### src/rtl/nram_mux_mp.sv
// Small register-array RAM with one write port, two 1-cycle-latency read ports and a sequenced clear.
// Optional macro NRAM_BYPASS_EN: same-cycle write->read forwarding on matching addresses.
module nram_mux_mp #(
    parameter int WIDTH = 8,
    parameter int DEPTH = 4
) (
    input  logic                                  clk,
    input  logic                                  reset,
    input  logic                                  io_WE,
    input  logic [((DEPTH > 1) ? $clog2(DEPTH) : 1)-1:0] io_WADD,
    input  logic [WIDTH-1:0]                      io_D,
    input  logic                                  io_RE0,
    input  logic [((DEPTH > 1) ? $clog2(DEPTH) : 1)-1:0] io_RADD0,
    output logic [WIDTH-1:0]                      io_Q0,
    output logic                                  io_QV0,
    input  logic                                  io_RE1,
    input  logic [((DEPTH > 1) ? $clog2(DEPTH) : 1)-1:0] io_RADD1,
    output logic [WIDTH-1:0]                      io_Q1,
    output logic                                  io_QV1,
    input  logic                                  io_CLR,
    output logic                                  io_BUSY
);
    localparam int AW = (DEPTH > 1) ? $clog2(DEPTH) : 1;
    localparam logic [AW:0]   DEPTH_W = (AW+1)'(DEPTH);
    localparam logic [AW-1:0] LAST    = AW'(DEPTH - 1);

    typedef enum logic {
        IDLE  = 1'b0,
        CLEAR = 1'b1
    } state_t;

    state_t           state;
    logic [AW-1:0]    cnt;
    logic [WIDTH-1:0] mem [DEPTH];

    logic             wadd_ok, radd0_ok, radd1_ok;
    logic             wr_acc;
    logic             mem_we;
    logic [AW-1:0]    mem_addr;
    logic [WIDTH-1:0] mem_data;
    logic [WIDTH-1:0] rd0_data, rd1_data;

    assign wadd_ok  = {1'b0, io_WADD}  < DEPTH_W;
    assign radd0_ok = {1'b0, io_RADD0} < DEPTH_W;
    assign radd1_ok = {1'b0, io_RADD1} < DEPTH_W;

    // A clear request in IDLE wins over a simultaneous write.
    assign wr_acc   = (state == IDLE) && io_WE && !io_CLR && wadd_ok;

    assign mem_we   = wr_acc || (state == CLEAR);
    assign mem_addr = (state == CLEAR) ? cnt : io_WADD;
    assign mem_data = (state == CLEAR) ? '0 : io_D;

    always_comb begin
        rd0_data = '0;
        rd1_data = '0;
        if (radd0_ok) rd0_data = mem[io_RADD0];
        if (radd1_ok) rd1_data = mem[io_RADD1];
`ifdef NRAM_BYPASS_EN
        if (wr_acc && (io_WADD == io_RADD0)) rd0_data = io_D;
        if (wr_acc && (io_WADD == io_RADD1)) rd1_data = io_D;
`endif
    end

    // Array storage is intentionally left out of reset.
    always_ff @(posedge clk) begin
        if (mem_we) mem[mem_addr] <= mem_data;
    end

    always_ff @(posedge clk or negedge reset) begin
        if (!reset) begin
            state   <= IDLE;
            cnt     <= '0;
            io_Q0   <= '0;
            io_Q1   <= '0;
            io_QV0  <= 1'b0;
            io_QV1  <= 1'b0;
            io_BUSY <= 1'b0;
        end else begin
            io_QV0 <= 1'b0;
            io_QV1 <= 1'b0;
            case (state)
                IDLE: begin
                    if (io_RE0) begin
                        io_QV0 <= 1'b1;
                        io_Q0  <= rd0_data;
                    end
                    if (io_RE1) begin
                        io_QV1 <= 1'b1;
                        io_Q1  <= rd1_data;
                    end
                    if (io_CLR) begin
                        state   <= CLEAR;
                        cnt     <= '0;
                        io_BUSY <= 1'b1;
                    end
                end
                CLEAR: begin
                    if (cnt == LAST) begin
                        state   <= IDLE;
                        cnt     <= '0;
                        io_BUSY <= 1'b0;
                    end else begin
                        cnt <= cnt + 1'b1;
                    end
                end
                default: begin
                    state   <= IDLE;
                    cnt     <= '0;
                    io_BUSY <= 1'b0;
                end
            endcase
        end
    end
endmodule
### config.mk
export PLATFORM = sky130hd
export DESIGN_NAME = nram_mux_mp
export DESIGN_NICKNAME = d
export VERILOG_FILES = /design/src/rtl/nram_mux_mp.sv
export SDC_FILE = /design/constraint.sdc
export NUM_CORES = 1
export LEC_CHECK = 0
export ABC_AREA = 1
export CORE_AREA = 5 5 75 77
export CTS_CLUSTER_SIZE = 40
export DETAILED_ROUTE_END_ITERATION = 8
export DIE_AREA = 0 0 80 82
export DONT_BUFFER_PORTS = 1
export PLACE_DENSITY_LB_ADDON = 0.12
export SETUP_SLACK_MARGIN = 0.15
export SLEW_MARGIN = 20
export SYNTH_ARGS = -nofsm -noshare
export SYNTH_HDL_FRONTEND = slang
export SYNTH_SLANG_ARGS = --single-unit
export TNS_END_PERCENT = 5
### constraint.sdc
create_clock -name clk -period 1.68 [get_ports clk]
set_clock_uncertainty 0.2 [all_clocks]
set_input_delay 0.168 -clock clk [delete_from_list [all_inputs] [get_ports clk]]
set_output_delay 0.168 -clock clk [all_outputs]
set_load 0.01 [all_outputs]
==> results of run 1 <==
-- layout make-up --
cell class / instances / area (µm²) / share of cell area
clock buffer: 5 / 68.8 / 0.0231
inverter: 51 / 204 / 0.0685
sequential: 54 / 1510 / 0.508
tap: 70 / 87.6 / 0.0294
multi-input combinational: 190 / 813 / 0.273
clock inverter: 3 / 47.5 / 0.0160
timing repair buffer: 25 / 245 / 0.0823
-- worst max-delay path, stage by stage, from the launching register on --
cell and delay (ns):
dfrtp_2 0.50, buf_6 0.14, o211ai_1 0.22, nor2_1 0.08, buf_4 0.18
-- placed cells by master, fill, tap and decap left out, types with 3 or more instances in the layout --
master	count
nand2_1	132
inv_1	46
nand3_1	32
edfxtp_1	32
dfrtp_1	21
dlygate4sd3_1	16
nor2_1	9
nand2_2	5
clkbuf_8	5
buf_4	5
inv_4	3
-- through the flow --
stage	area, µm²	util
floorplan	2600	-
global placement	2650	0.536
detailed placement	2650	0.536
CTS	2940	0.595
global route	2980	0.602
finish	2980	0.602
-- sequential cells by signal, summed over array words and instances, names as in the netlist --
name and flops:
cnt 2, state 1, io_QV1 1, mem 32, io_Q1 8, io_QV0 1
io_Q0 8, io_BUSY 1
-- logic make-up after synthesis --
logic type / after synthesis / share of synthesized area
AND/OR/NAND/NOR: 181 / 0.279
buffers and inverters: 61 / 0.116
adder cells (fa/ha/maj): 1 / 0.00482
flip-flops: 54 / 0.583
AO/OA/AOI/OAI: 8 / 0.0174
-- per-layer routing --
layer | vias up | track usage
met3 | 8 | 0.0373
li1 | 977 | -
met4 | 0 | 0.0608
met2 | 64 | 0.313
met5 | - | 0
met1 | 889 | 0.251
-- cells in the mapped netlist --
library cell	number
a21boi_0	1
ha_1	1
buf_6	5
buf_8	1
nand3_1	32
nand2_2	2
o21ai_1	1
dfrtp_1	22
a21oi_1	2
inv_2	1
buf_2	2
o21ai_0	3
inv_4	3
inv_6	1
o211ai_1	1
edfxtp_1	32
nor2_1	12
buf_4	2
nand2_1	135
inv_1	46
-- power by group --
group          internal [mW]  total, mW  switching, mW  leakage (nW)
Clock                  0.452      0.881          0.429        0.0587
Combinational          0.573       1.53          0.953         0.858
Sequential              2.08       2.44          0.362         0.581
-- repair_timing --
item | CTS | global route
buffers inserted | 1 | 1
endpoints found under the setup margin | 30 | 35
hold endpoints to repair | 76 | 24
pin swaps | 1 | 3
resized for setup | 5 | 5
hold buffers | 15 | 2
-- how the worst max path moves through the flow --
stage / from / to / slack, ns / depth (start not counted)
after global placement: state / mem[0][0] / 0.08 / 4
after CTS: state / mem[3][2] / 0.14 / 5
after global routing: state / mem[3][4] / 0.03 / 5
after detailed placement: state / mem[0][2] / 0.05 / 4
after floorplan: state / mem[3][0] / 0.04 / 4
final: state / mem[3][1] / 0.12 / 4
==> metrics.txt, run 1 <==
num ports 39; flop-to-flop setup slack 0.12 ns; fin worst setup slack 0.124 ns; worst hold slack -0.0481 ns; routed metal-1 wirelength 2560 µm; TritonCTS clock tree yes; Max Cap Viol 0; hold path startpoint io_RADD0[0]; register area share after synthesis 0.583; area leader, netlist edfxtp_1; clk slew on worst S/H paths 0.10 ns; CP Max Fanout 8; fin nets 348; Cells after Synth 305; crit path DAT 1.43 ns; top-area cell type share of the netlist area 0.370; global-route wire length before repair 9430 µm; setup TNS 0 ns; clk root buf clkbuf_8; fmax 643 MHz; syn avg cell area 8.50 µm²; cell area after synthesis 0.00259 mm²; critical setup path kind reg2reg; Crit. End Element register; min cycle time layout 1.56 ns; die area 0.00656 mm²; Die Span X 80 µm; Yosys reg bits 54; final hold violation count 8; vias in the first global route 1917; First DRT Iteration DRCs 153; Worst EP required 1.56 ns; status complete, but fails checks; Tightest Pin Transition 0.576 ns; library cells used by synthesis 20; CTS Buffer Depth 2; wire per inst 14.0 µm; Slew Viols, Final 0; Leakage 1.50 nW; # diodes 0; Syn Nets 326; WL final 5560 µm; largest net degree at the start of global routing 23; failing checks hold timing; Via Count 1938; clock sink count 54; total power 4.85 mW; Final setup viols 0; cts bufs inserted 5; layout cells sized above 1 0.0976; die height 82 µm; hold path endpoint io_Q0[0]; maximum VDD drop 1.16 mV; DRC errors left 0; highest routed layer met4; final worst path period share 0.926; gpl congestion 0.856; ranking of synthesized cells by area edfxtp_1 37%, dfrtp_1 21%, nand2_1 20%; drt first pass iters 4; Filler cells 479; PD cells 1630 mW/mm²; met3 routed WL 303 µm; via density per instance 4.87; Total GRT Usage 0.189; row count 26; Crit Reg-Reg Endpoint mem[3][1]; post-place setup slack 0.0524 ns; Reg2Reg Depth 4; post-route ant nets 0; HP Class in2reg; Area Growth Syn to Fin 14.9%; R2R Path Start state; placed wire-length estimate 4010 µm; Yosys warnings 0; Rel. slew slack 0.615; CTS HTree Levels 2; DR WL met2 2610 µm; CP startpoint kind register; unrepaired setup endpoints after global routing true; post-layout instance count excluding filler cells 398; Core ar. 0.00494 mm²; Initial Util 0.525; Port Buf Inserts 0; GR Overflow Total 0; Clock Latency Late Sink 0.31 ns; initial antenna violation count 0; Placed Instances 371; WHS Path Cells 5
Power figures use the tool's default switching activity.
==> run 2: changes to the inputs <==
- CELL_PAD_IN_SITES_DETAIL_PLACEMENT: unset -> 1
- CELL_PAD_IN_SITES_GLOBAL_PLACEMENT: unset -> 1
- CORE_AREA: 5 5 75 77 -> 10 10 90 92
- DIE_AREA: 0 0 80 82 -> 0 0 100 102
==> run 2 against run 1 <==
- power is 2.6% higher
- the run now ends clean
- design area is 1.3% higher
- via count grew 0.72%
- clock-buffer cell count rose by 1
- clock power rose by 1%
- sequential power about the same
==> metrics.txt, run 2 (same netlist as run 1, synthesis figures left out) <==
Final setup viols 0 (unchanged); num ports 39 (unchanged); R2R Path Start state; largest net degree at the start of global routing 23 (unchanged); vias in the first global route 2172 (+13%); GR Overflow Total 0 (unchanged); Initial Util 0.413 (-0.111); Total GRT Usage 0.139 (-0.0503); cts bufs inserted 5 (unchanged); # diodes 0 (unchanged); status complete, no violations; die height 102 µm (+24%); Tightest Pin Transition 0.694 ns (+0.118 ns); commonest non-fill, non-tap cell in the layout nand2_1; fin worst setup slack 0.0933 ns (-0.0303 ns); Area Growth Syn to Fin 16.4%; Worst Setup SP state; total power 4.98 mW (+2.6%); Worst EP required 1.51 ns (-0.05 ns); crit path DAT 1.42 ns (about the same); fmax 630 MHz (-1.9%); wire per inst 16.6 µm (+19%); WL final 6810 µm (+22%); clock sink count 54 (unchanged); placed wire-length estimate 4810 µm (+20%); Max Cap Viol 0 (unchanged); min cycle time layout 1.59 ns (+0.0303 ns); max reg flops 32 (unchanged); hold path startpoint io_RADD0[0]; initial antenna violation count 0 (unchanged); multi-input logic area 816 µm² (+0.31%); gpl congestion 0.813 (-5.0%); clk slew on worst S/H paths 0.10 ns (about the same); Leakage 1.54 nW (+2.5%); Layout Utilization 0.481 (-0.122); First DRT Iteration DRCs 96 (-37%); final worst path period share 0.944 (+0.0181); clk root buf clkbuf_8; Rel. slew slack 0.537 (-0.0777); CP Max Fanout 8 (unchanged); PD cells 1650 mW/mm² (+1.2%); most frequent cells in the layout 131 x nand2_1, 45 x inv_1, 32 x nand3_1, 32 x edfxtp_1, 21 x dfrtp_1; final hold violation count 0 (-8); DRC errors left 0 (unchanged); HP Class in2reg; CTS Buffer Depth 2 (unchanged); CTS HTree Levels 2 (unchanged); post-route ant nets 0 (unchanged); die area 0.0102 mm² (+55%); via density per instance 4.77 (-2.0%); FF/Latch Area 0.00151 mm² (unchanged); Placed Instances 382 (+3.0%); post-layout instance count excluding filler cells 409 (+2.8%); fin nets 352 (+1.1%); Die Span X 100 µm (+25%); drt first pass iters 4 (unchanged); Clock Latency Late Sink 0.31 ns (about the same); Slew Viols, Final 0 (unchanged); post-place setup slack 0.0790 ns (+0.0266 ns); critical setup path kind reg2reg; row count 29 (+12%); Top Registers mem x32, io_Q0 x8, io_Q1 x8; Largest Register mem; Core ar. 0.00628 mm² (+27%); Filler cells 745 (+56%); unrepaired setup endpoints after global routing true; TritonCTS clock tree yes; Crit. End Element register; Port Buf Inserts 0 (unchanged); maximum VDD drop 0.767 mV (-34%); CP startpoint kind register; Via Count 1952 (+0.72%); setup TNS 0 ns (unchanged); global-route wire length before repair 11200 µm (+19%); layout cells sized above 1 0.111 (+0.0139)
==> run 2: cell types whose count changed in the layout (fill, tap and decap cells not counted), moves of 2 or more <==
cell | previous run | this run
buf_4 | 5 | 7
buf_6 | 2 | 4
dlygate4sd3_1 | 16 | 14
dlymetal6s4s_1 | 0 | 3
==> run 2: power breakdown <==
| group | internal [mW] | switching (mW) |
|---|---|---|
| combinational | 0.612 | 1.01 |
| sequential | 2.08 | 0.374 |
| clock | 0.446 | 0.446 |
==> run 2: path summary, 6_finish.rpt <==
check | slack [ns] | to | cells past startpoint
setup / recovery | 0.09 | mem[0][2] | 4
hold reg to reg | 0.36 | io_Q0[3] | 2
setup reg to reg | 0.09 | mem[0][2] | 4
hold / removal | 0.01 | io_Q0[5] | 5
max in group asynchronous | 0.73 | state | 2
min in group asynchronous | 0.17 | io_Q1[2] | 2
==> run 2: cell type report <==
cell class / count / area share
Clock buffer: 6 / 0.0240
Timing Repair Buffer: 29 / 0.0928
Multi-Input combinational cell: 190 / 0.270
Tap cell: 77 / 0.0319
Sequential cell: 54 / 0.501
Inverter: 51 / 0.0676
Clock inverter: 2 / 0.0124
==> run 2: metrics by stage <==
step | hold WS (ns) | area, µm²
global placement | -0.327 | 2680
CTS | 0.000706 | 2970
floorplan | -0.328 | 2600
finish | 0.0145 | 3020
detailed placement | -0.327 | 2680
global route | 0.0367 | 3020
==> run 2: routing by layer <==
layer,track usage,part of all wire
met5,0,0
met1,0.178,0.48
met3,0.0425,0.058
met2,0.222,0.45
met4,0.0413,0.016
==> run 2: repair_timing <==
action                     in CTS  in global routing
setup endpoints to repair      32                 48
gates cloned                    0                  0
hold buffers                   17                  1
pin swaps                       1                  6
setup buffers                   0                  1
gates resized for setup         6                 12
hold endpoints to repair       76                 22
==> run 2: critical path, stage by stage, from the launching register on <==
cell and delay, ns:
dfrtp_2 0.50, o21ai_2 0.20, inv_1 0.10, nor2_2 0.15, buf_4 0.16
==> run 3: changes to the inputs <==
--- a/config.mk
+++ b/config.mk
@@ -11,2 +11,3 @@
 export CORE_AREA = 10 10 90 92
+export CTS_BUF_LIST = sky130_fd_sc_hd__clkbuf_16
 export CTS_CLUSTER_SIZE = 40
==> constraint.sdc (replaced) <==
create_clock -name clk -period 1.68 [get_ports clk]
set_clock_uncertainty 0.2 [all_clocks]
set_input_delay 0 -clock clk [delete_from_list [all_inputs] [get_ports clk]]
set_output_delay 0 -clock clk [all_outputs]
set_load 0.01 [all_outputs]
==> run 3 against run 2 <==
- the flow now finishes with violations (hold timing)
- combinational power barely moved
- die area unchanged
- worst setup slack improved by 0.013 ns
- critical path depth stayed put
- flip-flop and latch count is the same
- first-iteration DRC count is 2.1% higher
- fmax rose by 0.83%
- hold slack got worse by 0.22 ns
- register-to-register slack hardly changed
- cell count down 0.49%
- sequential power is essentially flat
==> metrics.txt, run 3 (same netlist as run 1, synthesis figures left out) <==
CTS HTree Levels 2 (unchanged); # diodes 0 (unchanged); worst path cell trace o21ai_2 -> inv_1 -> nor2_2 -> buf_4; crit path DAT 1.38 ns (-0.04 ns); family with the most delay on the worst path flip-flops; Port Buf Inserts 0 (unchanged); total power 5.24 mW (+5.3%); num ports 39 (unchanged); CP bufs+invs 2 (unchanged); Max Cap Viol 0 (unchanged); global-route wire length before repair 11200 µm (about the same); HP Class in2reg; TritonCTS clock tree yes; Area Growth Syn to Fin 17.5%; Die Span X 100 µm (unchanged); Slew Viols, Final 0 (unchanged); WL final 6690 µm (-1.7%); worst hold slack -0.203 ns (-0.217 ns); M3 GR Usage 0.0398 (-0.00270); most frequent cells in the layout 131 x nand2_1, 47 x inv_1, 32 x nand3_1, 32 x edfxtp_1, 21 x dfrtp_1; die area 0.0102 mm² (unchanged); placed wire-length estimate 4810 µm (unchanged); PD cells 1720 mW/mm² (+4.3%); layout cells sized above 1 0.109 (-0.00235); clk root buf clkbuf_16; maximum VDD drop 0.851 mV (+11%); die height 102 µm (unchanged); Filler cells 736 (-1.2%); Top Registers mem x32, io_Q0 x8, io_Q1 x8; critical setup path kind reg2reg; gpl congestion 0.813 (unchanged); GR Overflow Total 0 (unchanged); DRC errors left 0 (unchanged); max reg flops 32 (unchanged); failing checks hold timing; cts bufs inserted 5 (unchanged); final worst path period share 0.937 (-0.00776); Total GRT Usage 0.138 (-0.00113); clk slew on worst S/H paths 0.07 ns (-0.03 ns); min cycle time layout 1.57 ns (-0.0130 ns); drt first pass iters 5 (+1); Rel. slew slack 0.655 (+0.118); largest net degree at the start of global routing 23 (unchanged); final hold violation count 17 (+17); Worst EP required 1.49 ns (-0.02 ns); final instance area 0.00305 mm² (+0.95%); GRT Max-Usage Layer met2; Layout Utilization 0.486 (+0.00458); met2 Use GR 0.220 (-0.00149); Via Count 1964 (+0.61%); post-route ant nets 0 (unchanged); setup TNS 0 ns (unchanged); CP startpoint kind register; First DRT Iteration DRCs 98 (+2.1%); commonest non-fill, non-tap cell in the layout nand2_1; Leakage 1.53 nW (-0.27%); wire per inst 16.4 µm (-1.2%); Tightest Pin Transition 0.517 ns (-0.177 ns); Largest Register mem; CP peak stage delay 0.49 ns (about the same); CTS Buffer Depth 2 (unchanged); unrepaired setup endpoints after global routing true; status complete, but fails checks; fin nets 350 (-0.57%); CP Max Fanout 8 (unchanged); Clock Latency Late Sink 0.29 ns (-0.02 ns); Final setup viols 0 (unchanged); initial antenna violation count 0 (unchanged); Initial Util 0.413 (unchanged); dpl cell area 0.00268 mm² (unchanged); Slowest-stage cell, CP dfrtp_2; Core ar. 0.00628 mm² (unchanged); via density per instance 4.83 (+1.1%); vias in the first global route 2161 (-0.51%); row count 29 (unchanged); fmax 635 MHz (+0.83%); clock sink count 54 (unchanged); Crit. End Element register; grt met1 use 0.179 (+0.00164)
[run 3: cell types whose count changed in the layout (fill, tap and decap cells not counted)]
| cell | delta |
|---|---|
| clkbuf_16 | +5 |
| clkbuf_8 | -5 |
| dlymetal6s4s_1 | -3 |
| inv_1 | +2 |
| clkbuf_1 | -1 |
| dlygate4sd3_1 | +1 |
| inv_2 | -1 |
[run 3: worst paths after layout]
check                      slack, ns   startpoint   endpoint  depth (start not counted)
max in group asynchronous       0.89        reset      state                          2
min reg2reg                     0.35     io_Q1[7]   io_Q1[7]                          2
max reg2reg                     0.11        state  mem[0][2]                          4
min                            -0.20  io_RADD1[0]   io_Q1[0]                          5
max                             0.11        state  mem[0][2]                          4
min in group asynchronous       0.02        reset   io_Q0[3]                          2
[run 3: cell type report]
type	count	area, µm²	area share
multi-input cells	190	816	0.268
inverters	51	204	0.0669
flip-flops and latches	54	1510	0.496
repair buffers	27	253	0.0829
clock buffers	5	125	0.0411
clock inverters	3	41.3	0.0135
well taps	77	96.3	0.0316
[run 3: worst register-to-register path, stage by stage (launching register included)]
cell	delay (ns)
dfrtp_2	0.49
o21ai_2	0.20
inv_1	0.10
nor2_2	0.14
buf_4	0.15
[run 3: report_power, final]
group | internal (mW) | switching [mW] | total [mW]
clock network | 0.699 | 0.469 | 1.17
registers | 2.09 | 0.372 | 2.46
logic | 0.609 | 1.00 | 1.61
[run 3: through the flow]
stage / hold WS [ns] / cells / worst slack (ns)
2_1_floorplan: -0.496 / 305 / 0.0432
3_3_place_gp: -0.495 / 382 / 0.112
3_5_place_dp: -0.495 / 382 / 0.0790
4_1_cts: -0.207 / 404 / 0.148
5_1_grt: -0.178 / 407 / 0.0423
6_report: -0.203 / 407 / 0.106
[run 3: timing repair]
| action | in CTS | in global routing |
|---|---|---|
| hold buffers | 14 | 2 |
| endpoints found under the setup margin | 32 | 33 |
| endpoints found under the hold margin | 76 | 42 |
| pin swaps | 1 | 6 |
| setup buffers | 0 | 1 |
| resized for setup | 6 | 8 |
[run 3: routing by layer]
metal | up-vias | share of wire
met5 | - | 0
met4 | 0 | 0.0091
met3 | 5 | 0.054
met2 | 47 | 0.46
met1 | 932 | 0.48
li1 | 980 | -
